==> src/rtl/nvdla_csb_engine.sv <==
// Runs one NVDLA CSB access per start command, streams read data back, optionally waits for the interrupt.
// Optional: define NVDLA_CSB_TIMEOUT_EN to bound response/interrupt waits to TIMEOUT_CYCLES.
module nvdla_csb_engine #(
  parameter int TIMEOUT_CYCLES = 1024
) (
  input  logic        clk_i,
  input  logic        rst_i,
  input  logic        clear_i,
  input  logic        start_i,
  input  logic [15:0] addr_i,
  input  logic [31:0] wdat_i,
  input  logic        write_i,
  input  logic        wait_intr_i,
  output logic        csb_valid_o,
  input  logic        csb_ready_i,
  output logic [15:0] csb_addr_o,
  output logic [31:0] csb_wdat_o,
  output logic        csb_write_o,
  output logic        csb_nposted_o,
  input  logic        csb_rvalid_i,
  input  logic [31:0] csb_rdata_i,
  input  logic        csb_wr_complete_i,
  input  logic        intr_i,
  output logic        rdata_valid_o,
  input  logic        rdata_ready_i,
  output logic [31:0] rdata_o,
  output logic        busy_o,
  output logic        done_o,
  output logic        timeout_o
);

  typedef enum logic [2:0] {
    FSM_IDLE,
    FSM_START,
    FSM_CONSUME,
    FSM_WAIT,
    FSM_WAIT_INTR,
    FSM_TERMINATE
  } state_t;

  state_t      r_state;
  logic [15:0] r_addr;
  logic [31:0] r_wdat;
  logic        r_write;
  logic        r_wait_intr;
  logic [31:0] r_rdata;
  logic        r_sticky;
  logic        r_timeout;
  logic        w_expired;
  logic        w_cons_done;

  assign w_cons_done = r_write ? csb_wr_complete_i : csb_rvalid_i;

`ifdef NVDLA_CSB_TIMEOUT_EN
  localparam int CW = (TIMEOUT_CYCLES > 1) ? $clog2(TIMEOUT_CYCLES) : 1;
  localparam logic [CW-1:0] LAST = CW'(TIMEOUT_CYCLES - 1);

  logic [CW-1:0] r_tmo_cnt;

  // Counter is zero outside the wait states; leaving CONSUME re-arms it for WAIT_INTR.
  always_ff @(posedge clk_i) begin
    if (rst_i || clear_i) begin
      r_tmo_cnt <= '0;
    end else if ((r_state != FSM_CONSUME && r_state != FSM_WAIT_INTR) ||
                 (r_state == FSM_CONSUME && w_cons_done)) begin
      r_tmo_cnt <= '0;
    end else begin
      r_tmo_cnt <= r_tmo_cnt + 1'b1;
    end
  end

  assign w_expired = (r_tmo_cnt == LAST);
`else
  // Waits are unbounded: expiry can never occur.
  assign w_expired = (TIMEOUT_CYCLES < 0);
`endif

  always_ff @(posedge clk_i) begin
    if (rst_i || clear_i) begin
      r_state     <= FSM_IDLE;
      r_addr      <= '0;
      r_wdat      <= '0;
      r_write     <= 1'b0;
      r_wait_intr <= 1'b0;
      r_rdata     <= '0;
      r_sticky    <= 1'b0;
      r_timeout   <= 1'b0;
    end else begin
      r_timeout <= 1'b0;
      if (r_state != FSM_IDLE && intr_i) r_sticky <= 1'b1;
      case (r_state)
        FSM_IDLE: begin
          if (start_i) begin
            r_addr      <= addr_i;
            r_wdat      <= wdat_i;
            r_write     <= write_i;
            r_wait_intr <= wait_intr_i;
            r_state     <= FSM_START;
          end
        end
        FSM_START: begin
          if (csb_ready_i) r_state <= FSM_CONSUME;
        end
        FSM_CONSUME: begin
          if (w_cons_done) begin
            if (r_write) begin
              r_state <= r_wait_intr ? FSM_WAIT_INTR : FSM_TERMINATE;
            end else begin
              r_rdata <= csb_rdata_i;
              r_state <= FSM_WAIT;
            end
          end else if (w_expired) begin
            r_timeout <= 1'b1;
            r_state   <= FSM_TERMINATE;
          end
        end
        FSM_WAIT: begin
          if (rdata_ready_i) r_state <= r_wait_intr ? FSM_WAIT_INTR : FSM_TERMINATE;
        end
        FSM_WAIT_INTR: begin
          if (intr_i || r_sticky) begin
            r_state <= FSM_TERMINATE;
          end else if (w_expired) begin
            r_timeout <= 1'b1;
            r_state   <= FSM_TERMINATE;
          end
        end
        FSM_TERMINATE: begin
          // Clear wins over a same-cycle interrupt so the next command starts clean.
          r_sticky <= 1'b0;
          r_state  <= FSM_IDLE;
        end
        default: r_state <= FSM_IDLE;
      endcase
    end
  end

  assign csb_valid_o   = (r_state == FSM_START);
  assign csb_addr_o    = r_addr;
  assign csb_wdat_o    = r_wdat;
  assign csb_write_o   = r_write;
  assign csb_nposted_o = 1'b1;
  assign rdata_valid_o = (r_state == FSM_WAIT);
  assign rdata_o       = r_rdata;
  assign busy_o        = (r_state != FSM_IDLE);
  assign done_o        = (r_state == FSM_TERMINATE);
  assign timeout_o     = r_timeout;

endmodule

==> config.mk <==
export PLATFORM = sky130hd
export DESIGN_NAME = nvdla_csb_engine
export DESIGN_NICKNAME = d
export VERILOG_FILES = /design/src/rtl/nvdla_csb_engine.sv
export SDC_FILE = /design/constraint.sdc
export NUM_CORES = 1
export LEC_CHECK = 0
export CORE_MARGIN = 2
export CORE_UTILIZATION = 38
export DETAILED_ROUTE_END_ITERATION = 6
export PLACE_DENSITY = 0.88
export SYNTH_ARGS = -nofsm -noshare
export SYNTH_HDL_FRONTEND = slang
export SYNTH_SLANG_ARGS = --single-unit
==> constraint.sdc <==
create_clock -name clk_i -period 2 [get_ports clk_i]
set_input_delay 0.2 -clock clk_i [delete_from_list [all_inputs] [get_ports clk_i]]
set_output_delay 0.2 -clock clk_i [all_outputs]
set_load 0.02 [all_outputs]
# Yosys cells after proc, flatten, opt, wreduce, memory -nomap -nowiden
# Index checks and enable logic that the tools add are counted.
dict set report op_classes {
  n_eq_ne 10
  n_mux 9
  bitwise_logic 1
  n_reduce_logical 9
}
# cell n
set op_table {}
lappend op_table {{two-way mux 3 bit} 6}
lappend op_table {{one-hot mux 3 bit (5 select lines)} 1}
lappend op_table {{== test 3 x 2 -> 1 bit, second input constant} 2}
lappend op_table {{== test 3 bit, second input constant} 2}
lappend op_table {{inequality test 2 bit, second input constant} 3}
lappend op_table {{AND reduction 5 bit} 1}
lappend op_table {{inequality test 2 x 1 -> 1 bit, second input constant} 2}
lappend op_table {{== test 3 x 1 -> 1 bit, second input constant} 1}
lappend op_table {{logical NOT 3 bit} 1}
lappend op_table {{AND reduction 3 bit} 1}
lappend op_table {{nonzero test 3 bit} 1}
lappend op_table {{logical OR 1 bit} 2}
lappend op_table {{two-way mux 1 bit} 2}
lappend op_table {{AND reduction 2 bit} 1}
lappend op_table {{OR reduction 2 bit} 1}
lappend op_table {{logical AND 1 bit} 1}
lappend op_table {{NOT 1 bit} 1}
dict set report word_totals {
  register_bits 86
  input_bits 91
  out_inout_bits 87
  wordCells 36
}

# Logic depth before layout (Yosys ltp)
# Gate-level depths: netlist (run 1).
dict set report depth {
  ltp_word 4
  depth_mapped 7
  mapped_depth_nobuf 4
}

# Least setup slack after synthesis (run 1)
# Ideal clock, no wire load.
dict set report synth_path {
  path_kind {register to register}
  startpoint {register r_state[0]}
  endpoint {register r_state[1]}
  t_arrival_ps 1432
  required_ps 1930
  setup_slack_ps 498
  path_stages_with_launch 5
  path_buffers 1
  period_less_slack_ps 1502
  path_cell_list {dfxtp_1 -> clkbuf_1 -> nor3b_1 -> nand2_1 -> a21oi_1}
}
dict set report synth_between {
  elab_chain_cells 3
  elab_cells_between_ends 12
  cone_classes {9 x eq/ne; 1 x mux; 2 x reduce/logical}
}
# element line
set synth_rtl {}
lappend synth_rtl {{start: declaration} 41} ;# state_t r_state;
lappend synth_rtl {{start signal: assignment} 107} ;# r_state <= r_wait_intr ? FSM_WAIT_INTR : FSM_TERMINATE;
lappend synth_rtl {{start signal: assignment} 118} ;# if (rdata_ready_i) r_state <= r_wait_intr ? FSM_WAIT_INTR : FSM_TERMINATE;
lappend synth_rtl {{== test 3 x 1 -> 1 bit *} -}
lappend synth_rtl {{named net csb_valid_o} 14} ;# output logic csb_valid_o,
lappend synth_rtl {{inequality test 2 x 1 -> 1 bit (no line)} -}
lappend synth_rtl {{AND reduction 5 bit (no line)} -}
# The timed path passes the listed nets; every way through them passes the cells marked *.
# A chain may end at the register's enable or synchronous reset.

# Worst setup path in the final report (run 1)
dict set report layout_path {
  startpoint {register r_state[2]}
  endpoint {output done_o}
}
dict set report layout_between {
  elab_chain_cells 1
}
# element line
set layout_rtl {}
lappend layout_rtl {{== test 3 bit} 146} ;# assign done_o = (r_state == FSM_TERMINATE);
lappend layout_rtl {{end: declaration} 28} ;# output logic done_o,
# Every way passes these cells.

==> results of run 1 <==
## worst max-delay path, delay by kind of cell, from the launching register on
family,cells,cell delay (ns)
buf+inv,1,0.63
flops,1,0.49
simple gates,1,0.23
## cell families (layout without fill, tap and decap cells)
logic type | Yosys count | count (layout) | synth area share, %
AND/OR/NAND/NOR | 186 | 186 | 23.88
AO/OA/AOI/OAI | 92 | 92 | 15.34
flip-flops | 86 | 86 | 55.13
buffers and inverters | 33 | 200 | 4.728
other | 2 | 2 | 0.2405
multiplexers | 2 | 2 | 0.6811
## area by class of cell
type / count / area [sq um]
clock buffers: 9 / 123.9
well taps: 105 / 131.4
inverters: 1 / 3.754
clock inverters: 7 / 97.59
repair buffers: 183 / 1838
flip-flops and latches: 86 / 1723
multi-input cells: 282 / 1259
fillers: 678 / 2917
## metal layers
metal	share of wire, %	GRT usage (%)	up-vias
met3	10	8.061	15
li1	-	-	1612
met5	0	0	-
met2	49	33.81	120
met4	1.8	8.816	0
met1	40	21.62	1493
## report_power, final
| part | leakage [nW] | switching [W] | total (W) | internal (W) |
|---|---|---|---|---|
| Sequential | 0.697 | 0.0000223 | 0.00177 | 0.00175 |
| Combinational | 1.02 | 0.000212 | 0.000481 | 0.000269 |
| Clock | 0.111 | 0.000624 | 0.00133 | 0.000710 |
## timing repair
action / CTS / global route
buffers inserted: 0 / 0
resized for setup: 2 / 2
endpoints found under the setup margin: 2 / 2
endpoints found under the hold margin: 0 / 0
## through the flow
| step | power, W | hold WS, ns | worst slack [ns] | utilization [%] | cells |
|---|---|---|---|---|---|
| floorplan | 0.002002 | 0.3360 | 0.4979 | - | 401 |
| global placement | 0.002280 | 0.4404 | 0.3162 | 61.13 | 657 |
| detailed placement | 0.002293 | 0.4463 | 0.3098 | 61.13 | 657 |
| CTS | 0.003632 | 0.3685 | 0.02415 | 63.87 | 673 |
| global route | 0.003748 | 0.3862 | 0.02481 | 63.96 | 673 |
| finish | 0.003585 | 0.3934 | 0.1147 | 63.96 | 673 |
## flip-flops by register name, summed over array words and instances (netlist names)
register     flops
r_wait_intr      1
rdata_o         32
r_state          3
csb_write_o      1
csb_addr_o      16
r_sticky         1
csb_wdat_o      32
## final timing paths
path | from | endpoint | slack (ns) | depth (start not counted)
worst max register to register | r_state[2] | r_state[0] | 0.42 | 4
worst min register to register | csb_addr_o[1] | csb_addr_o[1] | 0.46 | 2
worst max-delay path | r_state[2] | done_o | 0.11 | 2
worst min-delay path | addr_i[3] | csb_addr_o[3] | 0.39 | 3
## placed cells by master, fill, tap and decap left out, types with 2 or more instances in the layout
| cell type | n |
|---|---|
| conb_1 | 2 |
| buf_12 | 2 |
| or2_2 | 2 |
| buf_4 | 6 |
| clkbuf_8 | 9 |
| clkdlybuf4s50_1 | 173 |
| bufinv_16 | 2 |
| a21oi_1 | 87 |
| nor3b_1 | 2 |
| and2_1 | 3 |
| clkinv_2 | 2 |
| nor2_1 | 4 |
| dfxtp_1 | 85 |
| nand2_1 | 166 |
==> flow_summary.yaml, run 1 <==
outcome:
  status: "complete, no violations"
setup_path:
  slowest_delay_ns: 0.63
  worstPathRequired_ns: 1.80
  critical-path-slowest-cell: "clkdlybuf4s50_1"
  path_class: "flip-flop to output port"
  crit_path_start_kind: "flip-flop"
  critPathMaxFanout: 9
  crit_path_end_kind: "output port"
  cp_cell_sequence: "and3b_1 -> clkdlybuf4s50_1"
  arrival_ns: 1.69
synth:
  ys_ff_latch: 86
  synth_most_common_cell: "nand2_1"
  ys_warn_count: 0
  synth.avg_cell_area_sq_um: 7.788
  synth_top_area_share_pct: 55.13
  synth.distinct_cells: 27
  synthTopCellsByCount: "nand2_1, a21oi_1, dfxtp_1"
  syn_inst: 401
  synth-edff-count: 0
  synth-async-reset-ratio_pct: 0
  synthTopCellsByArea: "dfxtp_1, nand2_1, a21oi_1, clkbuf_1, buf_2"
  yosysSeqAreaShare_pct: 55.13
  synth_fp_nets: 492
  synth_top_flop_cell: "dfxtp_1"
  syn_area_sq_mm: 0.003123
  synth_largest_area_cell: "dfxtp_1"
cells_and_area:
  drive_gt1_share_pct: 5.282
  layout.nets: 654
  final_area_sq_mm: 0.005176
  area_delta_synth_final_pct: 65.75
  diodes: 0
cts:
  clk_latency_ns: 0.34
  htreeDepth: 3
  path_clk_slew_ns: 0.09
  clock-root-buffer: "clkbuf_8"
  cts_tree: "built"
  clockBufferDepth: 2
  numCtsBuffers: 9
  hold_buffers: 0
  cts_sinks: 86
placement:
  dp_hpwl_um: 6715
  place_area_sq_mm: 0.004947
  port_buffers: 175
  gp_congestion: 0.7664
global_route:
  antenna_found_initial: 0
  grt_max_degree: 38
  grt_pass1_wl_um: 13940
  grt_pass1_vias: 3053
  grt_overflow: 0
  grt_usage_pct: 19.84
sta:
  period_share_pct: 94.26
  max_freq_mhz: 530.4
  tightest_slew_ns: 0.5453
  skew_ns: 0.01023
  tns_ns: 0
  hold_viol: 0
  max_slew_margin_pct: 63.65
  maxSlewViolCount: 0
  rsz0062_at_grt: "no"
  finalCriticalPeriod_ns: 1.885
  setup_viol: 0
min_path:
  hold_path_class: "input pin to flip-flop"
route:
  post_drt_wl_per_cell_um: 13.51
  drtIter0Drc: 92
  wl_um: 9091
  ant_nets: 0
  drtPass1Iterations: 4
  num_vias: 3240
  via_per_inst: 4.814
  drc: 0
floorplanning:
  die-area_sq_mm: 0.008960
  fp.dieH_um: 94.66
  ios: 178
  rows: 33
  placeableCoreArea_sq_mm: 0.008093
  die_w_um: 94.66
  initial_core_util_pct: 38.59
power_and_ir_drop:
  p_leak_nw: 1.827
  p_per_area_mw_per_mm2: 692.5
  max-vdd-ir-drop_uv: 391.2
run:
  maxCapViolCount: 0
No activity file was read; power rests on OpenSTA's default activity.
==> run 2, diff against run 1 <==
- CORE_ASPECT_RATIO: not set -> 2
- MAX_ROUTING_LAYER: not set -> met4
==> flow_summary.yaml, run 2 (same netlist as run 1, synthesis figures left out) <==
setup_path:
  cp_cell_sequence: "and2b_2 -> and2_1 -> clkdlybuf4s50_1"
  cp_num_buf_inv: 1
  crit_start: "r_state[2]"
  crit_path_start_kind: "flip-flop"
  critPathMaxFanout: 9
  worstReg2RegStart: "r_state[2]"
  cpLargestDelayFamily: "buffers and inverters"
  slowest_delay_ns: 0.53
  critical-path-slowest-cell: "clkdlybuf4s50_1"
  crit_path_end_kind: "output port"
  path_class: "flip-flop to output port"
  worstPathRequired_ns: 1.80
  arrival_ns: 1.71
global_route:
  grt_max_degree: 87
  antenna_found_initial: 0
  grt_usage_pct: 21.65
  grt_overflow: 0
  grt_pass1_wl_um: 14550
  grt_pass1_vias: 3144
min_path:
  hold_path_class: "input pin to flip-flop"
  min_from: "csb_rdata_i[10]"
placement:
  dp_hpwl_um: 6856
  port_buffers: 175
  gp_congestion: 0.7702
cts:
  clockBufferDepth: 2
  path_clk_slew_ns: 0.06
  numCtsBuffers: 9
  htreeDepth: 3
  cts_tree: "built"
  cts_sinks: 86
  clk_latency_ns: 0.33
  hold_buffers: 0
  clock-root-buffer: "clkbuf_16"
run:
  maxCapViolCount: 0
power_and_ir_drop:
  p_per_area_mw_per_mm2: 780.3
  p_leak_nw: 1.859
  max-vdd-ir-drop_uv: 729.7
floorplanning:
  ios: 178
  rows: 46
  initial_core_util_pct: 39.32
  die_w_um: 68.11
  die-area_sq_mm: 0.009004
  placeableCoreArea_sq_mm: 0.007943
  fp.dieH_um: 132.2
sta:
  finalCriticalPeriod_ns: 1.906
  maxSlewViolCount: 0
  setup_viol: 0
  rsz0062_at_grt: "no"
  hold_viol: 0
  skew_ns: 0.006570
  fin_hold_ws_ns: 0.4136
  period_share_pct: 95.29
  tns_ns: 0
  max_freq_mhz: 524.7
route:
  ant_nets: 0
  wl_um: 9331
  via_per_inst: 4.868
  drc: 0
  num_vias: 3218
  drtPass1Iterations: 5
  post_drt_wl_per_cell_um: 14.12
  drtIter0Drc: 133
outcome:
  status: "complete, no violations"
cells_and_area:
  diodes: 0
  area_delta_synth_final_pct: 68.87
  mostFrequentLayoutCells: "clkdlybuf4s50_1, nand2_1, a21oi_1, dfxtp_1, clkbuf_16"
  drive_gt1_share_pct: 5.133
  final_common_cell: "clkdlybuf4s50_1"
  layout.nets: 651
## run 2: final cells by class
cell class	count	area (sq um)
clock buffers	10	229.0
clock inverters	6	110.1
flip-flops and latches	86	1725
fillers	640	2669
well taps	96	120.1
repair buffers	180	1829
multi-input cells	282	1256
inverters	1	3.754
## run 2: worst reg2reg max path, stage by stage, from the launching register on
cell and delay (ns):
dfxtp_2 0.36, nor3_1 0.29, and2_2 0.39, buf_12 0.24, nand2_1 0.10, a21oi_1 0.16
## run 2: through the flow
stage	utilization [%]	setup WS (ns)	instances	power [W]	instance area (sq um)
finish	66.40	0.09428	661	0.004115	5274
CTS	66.37	0.06172	661	0.004158	5271
detailed placement	62.04	0.2934	645	0.002295	4927
global route	66.40	0.04739	661	0.004270	5274
floorplan	-	0.4979	401	0.002002	3123
global placement	62.04	0.3552	645	0.002280	4927
## run 2: final timing paths
check        cells after the start  slack (ns)             end
max                              3        0.09   rdata_valid_o
min                              3        0.41     rdata_o[10]
max reg2reg                      5        0.39  csb_wdat_o[29]
min reg2reg                      2        0.45  csb_wdat_o[24]
## run 2: timing repair
| action | 4_1_cts | 5_1_grt |
|---|---|---|
| gates resized for setup | 4 | 1 |
| setup buffers | 0 | 0 |
| cloned | 0 | 0 |
| setup endpoints to repair | 2 | 1 |
## run 2: routing by layer
| layer | share of wire, % | up-vias | global-route usage [%] |
|---|---|---|---|
| li1 | - | 1604 | - |
| met1 | 35 | 1424 | 21.43 |
| met2 | 54 | 158 | 37.06 |
| met3 | 7.1 | 32 | 4.782 |
| met4 | 4.5 | 0 | 12.33 |
| met5 | 0 | - | - |
## run 2: power breakdown
part           internal [W]  leakage [nW]  switching, W
Clock               0.00122         0.159      0.000641
Sequential          0.00175         0.698     0.0000220
Combinational      0.000270          1.00      0.000214
